===== config.mk =====
export PLATFORM = sky130hd
export DESIGN_NAME = address_sequencer
export DESIGN_NICKNAME = d
export VERILOG_FILES = /design/src/rtl/address_sequencer.sv
export SDC_FILE = /design/constraint.sdc
export NUM_CORES = 1
export LEC_CHECK = 0
export ABC_AREA = 1
export CORE_ASPECT_RATIO = 0.75
export CORE_MARGIN = 5
export CORE_UTILIZATION = 27
export DETAILED_ROUTE_END_ITERATION = 7
export GPL_TIMING_DRIVEN = 0
export HOLD_SLACK_MARGIN = 0.1
export PLACE_DENSITY_LB_ADDON = 0.1
export SLEW_MARGIN = 20
export SYNTH_ARGS = -nofsm -noshare
export SYNTH_HDL_FRONTEND = slang
export SYNTH_SLANG_ARGS = --single-unit

===== constraint.sdc =====
create_clock -name clock -period 2.9 [get_ports clock]
set_input_delay 0.435 -clock clock [delete_from_list [all_inputs] [get_ports clock]]
set_output_delay 0.435 -clock clock [all_outputs]
set_load 0.05 [all_outputs]

===== src/rtl/address_sequencer.sv =====
// ---------------------------------------------------------------------------
// AddressSequencer
//
// Walks a memory address through an inclusive region [startAddress,
// endAddress] for a record or a play pass. In RECORD the deserializer's
// sample-complete strobe moves it forward; in PLAY the serializer's strobe
// does. At the end of the region the pass either finishes (DONE) or loops
// back to the start, with a one-cycle wrapped pulse when it loops.
//
// Ports
//   clock        : single clock; all state changes on its rising edge
//   reset        : asynchronous, active-low reset
//   startRecord  : one-cycle request to begin a record pass
//   startPlay    : one-cycle request to begin a play pass
//   stop         : abort the current pass and return to IDLE
//   loopEn       : wrap at the end of the region instead of finishing (live)
//   desDone      : deserializer strobe, advances the address in RECORD
//   sDone        : serializer strobe, advances the address in PLAY
//   startAddress : first address of the region
//   endAddress   : last address of the region, inclusive
//   address      : current memory address
//   mode         : IDLE=0, RECORD=1, PLAY=2, DONE=3
//   busy         : high in RECORD or PLAY
//   done         : high while in DONE
//   wrapped      : one-cycle pulse on each loop wrap
// ---------------------------------------------------------------------------
module address_sequencer #(
   parameter int ADDR_W = 17
) (
   input  logic              clock,
   input  logic              reset,
   input  logic              startRecord,
   input  logic              startPlay,
   input  logic              stop,
   input  logic              loopEn,
   input  logic              desDone,
   input  logic              sDone,
   input  logic [ADDR_W-1:0] startAddress,
   input  logic [ADDR_W-1:0] endAddress,
   output logic [ADDR_W-1:0] address,
   output logic [1:0]        mode,
   output logic              busy,
   output logic              done,
   output logic              wrapped
);

   typedef enum logic [1:0] {
      IDLE   = 2'd0,
      RECORD = 2'd1,
      PLAY   = 2'd2,
      DONE   = 2'd3
   } seqState_e;

   localparam logic [ADDR_W-1:0] ONE = {{(ADDR_W-1){1'b0}}, 1'b1};

   seqState_e         stateQ, stateD;
   logic [ADDR_W-1:0] addressQ, addressD;
   logic [ADDR_W-1:0] startRegQ, startRegD;
   logic [ADDR_W-1:0] endRegQ, endRegD;
   logic              wrappedQ, wrappedD;
   logic              advance;

   // An advance is the strobe that belongs to the current pass type; the
   // other strobe is ignored, and having both high still counts only once.
   always_comb begin
      advance = ((stateQ == RECORD) && desDone) || ((stateQ == PLAY) && sDone);
   end

   // Next-state logic. Commands are resolved first in the fixed order
   // stop > startRecord > startPlay and apply from any state, so a start
   // during a pass restarts it. A start cycle reloads the region bounds and
   // swallows any strobe seen in that same cycle. The region bounds are only
   // latched on a start so that the inputs can change freely mid-pass.
   // Address arithmetic wraps modulo 2^ADDR_W, which lets a region whose end
   // is below its start run across the top of memory.
   always_comb begin
      stateD    = stateQ;
      addressD  = addressQ;
      startRegD = startRegQ;
      endRegD   = endRegQ;
      wrappedD  = 1'b0;

      if (stop) begin
         stateD = IDLE;
      end else if (startRecord || startPlay) begin
         stateD    = startRecord ? RECORD : PLAY;
         addressD  = startAddress;
         startRegD = startAddress;
         endRegD   = endAddress;
      end else if (advance) begin
         if (addressQ != endRegQ) begin
            addressD = addressQ + ONE;
         end else if (loopEn) begin
            addressD = startRegQ;
            wrappedD = 1'b1;
         end else begin
            stateD = DONE;
         end
      end
   end

   // State register. Reset is asynchronous so that a pass in progress is
   // dropped immediately, without waiting for a clock edge and without
   // emitting a done or wrapped indication.
   always_ff @(posedge clock or negedge reset) begin
      if (!reset) begin
         stateQ    <= IDLE;
         addressQ  <= '0;
         startRegQ <= '0;
         endRegQ   <= '0;
         wrappedQ  <= 1'b0;
      end else begin
         stateQ    <= stateD;
         addressQ  <= addressD;
         startRegQ <= startRegD;
         endRegQ   <= endRegD;
         wrappedQ  <= wrappedD;
      end
   end

   // Status outputs come straight from the state register, so busy and done
   // can never be high together.
   assign address = addressQ;
   assign mode    = stateQ;
   assign busy    = (stateQ == RECORD) || (stateQ == PLAY);
   assign done    = (stateQ == DONE);
   assign wrapped = wrappedQ;

endmodule


==> results.ini <==
[run_status]
status = completed

[clock_tree]
cts_buffer_depth = 2
clk_latency_ns = 0.30
cts_tree = yes
numClockSinks = 54
ctsHtreeMaxLevel = 2
root_buffer = clkbuf_16
clkTransAtPathRegs_ns = 0.07
cts_resized = 0
numCtsBuffers = 5

[logic_synthesis]
ys_warn_count = 0
syn_inst = 434
synth-seq-area-share_pct = 41.3
synth_seq_cells = 54
synth_cell_type_count = 29
synth_nets = 480
avgSynthCellArea_um2 = 7.54
netlist_area_mm2 = 0.00327

[setup_path]
rrSetupSlack_ns = 0.89
cp_cell_sequence = inv_1 -> ha_1 -> inv_1 -> clkdlybuf4s50_1
cp_top_family = buffers and inverters
worstPathArrival_ns = 1.92
rr_worst_depth = 9
crit_path_start = mode[0]
critPathMaxStageDelay_ns = 0.79
critical_path.most_common_cell = inv_1
endpoint_kind = primary output
r2r-start = address[0]
worstPathRequired_ns = 2.47
cp-start-kind = flip-flop
crit_buf_inv = 3
crit_path_top_delay_cell = clkdlybuf4s50_1
path_class = reg -> out
path_max_fanout = 5
worstReg2RegEnd = address[16]

[final_layout]
final_cells = 669
area_growth_pct = 31.4
final_common_cell = nand2_1
design_area_mm2 = 0.00430
drive_above_1_share_pct = 9.07
diodes = 0
final_cell_mix = 104 x nand2_1, 62 x clkdlybuf4s50_1, 54 x dfrtp_1
nets = 552
post-route-util_pct = 36.6
fillers = 1294

[detailed_routing]
first_pass_iters = 4
wl_um = 10100
vias = 3039
route.detailed.drc = 0
vias_per_cell = 4.54
drt_iter0_drc = 159
ant_nets = 0
drt-wirelength-per-cell_um = 15.1

[floorplanning]
dieArea_mm2 = 0.0144
io_pins = 64
die_w_um = 137
die_h_um = 105
rows = 34
core_area_mm2 = 0.0117
initial_core_util_pct = 27.9

[global_route]
grt_max_degree = 31
grt_pass1_vias = 3162
track_usage_pct = 14.5
antenna_found_initial = 0
grt-ovfl-total = 0
grt_pass1_wl_um = 16600

[sta]
slew_headroom_pct = 63.7
rsz0062_at_grt = no
final-setup-viol-count = 0
period_minus_slack_ns = 2.36
layout_worst_path_cycle_share_pct = 81.3
fmax_mhz = 424
hold_slack_ns = 0.490
tightest_slew_ns = 0.544
maxSlewViolCount = 0
hold_viol_final = 0
finClkSkew_ns = 0.00593

[pwr]
p_leak_nw = 2.03
power.total_w = 0.00242
p_per_area_mw_per_mm2 = 563
ir_worst_vdd_v = 0.000225

[place]
post_dp_cell_area_mm2 = 0.00412
gp_congestion = 0.840
io_buffers = 63
dp_hpwl_um = 7770
dp.cells = 660

[min_path]
hp-class = reg -> reg
hold_path_depth = 2
min_to = startRegQ[13]
hp-start = startRegQ[13]

[job]
max_cap_viol_count = 0

## power by group
part           switching, W  internal, W
sequential         0.000131     0.000848
clock              0.000299     0.000409
combinational      0.000449     0.000284
## cell type report
cell class,instances,area (um^2),area share [%]
buffer,16,85.1,1.98
clock buffer,6,129,3.00
clock inverter,2,37.5,0.873
inverter,60,225,5.24
multi-input combinational,304,1610,37.4
sequential,54,1350,31.4
tap,162,203,4.72
timing repair buffer,65,658,15.3
## worst max-delay path by stage
stage | to | slack [ns] | cells past startpoint
after CTS | busy | 0.52 | 4
final | busy | 0.54 | 4
after floorplan | address[12] | 0.96 | 10
after global routing | startRegQ[2] | 0.45 | 7
after detailed placement | startRegQ[2] | 0.34 | 7
after global placement | endRegQ[4] | -0.48 | 1
## metal layers
metal  vias to the layer above  GRT usage, %  share of wire [%]
met5                         -             0                  0
met4                         0          2.99               0.92
met3                         9          2.90                4.4
met2                        76          20.4                 41
met1                      1420          22.7                 54
li1                       1534             -                  -
## through the flow
| stage | TNS (ns) | setup slack (ns) |
|---|---|---|
| 5_1_grt | 0 | 0.449 |
| 2_1_floorplan | 0 | 0.958 |
| 3_3_place_gp | -25.95 | -0.485 |
| 3_5_place_dp | 0 | 0.344 |
| 6_report | 0 | 0.543 |
| 4_1_cts | 0 | 0.518 |
## worst reg2reg max path, cell delays in order (launching register included)
cell	delay, ns
dfrtp_1	0.51
ha_1	0.24
nand3_1	0.19
nor3_1	0.40
inv_1	0.12
o21bai_1	0.15
nand2_1	0.06
nand2_1	0.07
nand3_1	0.07
a21oi_1	0.14
## cell usage after synthesis
cell type | instances | share of area, %
nor2_2 | 3 | 0.57
o21bai_1 | 1 | 0.23
nand2_4 | 1 | 0.34
nand4_4 | 1 | 0.65
ha_1 | 4 | 1.5
nor3_1 | 5 | 0.76
a21oi_1 | 30 | 4.6
nor2_4 | 1 | 0.34
nor2_8 | 2 | 1.2
nand4_1 | 19 | 3.6
clkinv_1 | 2 | 0.23
nor2_1 | 51 | 5.9
inv_2 | 5 | 0.57
clkbuf_1 | 5 | 0.57
nand2_2 | 2 | 0.38
buf_2 | 8 | 1.2
o21ai_1 | 1 | 0.15
inv_1 | 53 | 6.1
a22o_1 | 1 | 0.27
xnor2_1 | 11 | 2.9
buf_6 | 2 | 0.69
nand3_4 | 1 | 0.54
nand2_1 | 104 | 12
o21ai_0 | 16 | 2.4
nand3_1 | 30 | 4.6
xor2_1 | 9 | 2.4
buf_1 | 1 | 0.11
dfrtp_1 | 54 | 41
mux2_2 | 11 | 3.8
## timing repair
action,4_1_cts,5_1_grt
buffers inserted,0,0
hold endpoints to repair,24,0
hold buffers,1,0
## sequential cells by signal (all words and copies together) (netlist names)
signal / cells
mode: 2
endRegQ: 17
address: 17
wrapped: 1
startRegQ: 17
## logic make-up after synthesis
logic type,share of synthesized area (%)
adder cells (fa/ha/maj),1.53
buffers and inverters,9.49
flip-flops,41.3
AND/OR/NAND/NOR,30.8
AO/OA/AOI/OAI,7.69
multiplexers,3.79
XOR/XNOR,5.36
Power figures use the tool's default switching activity.
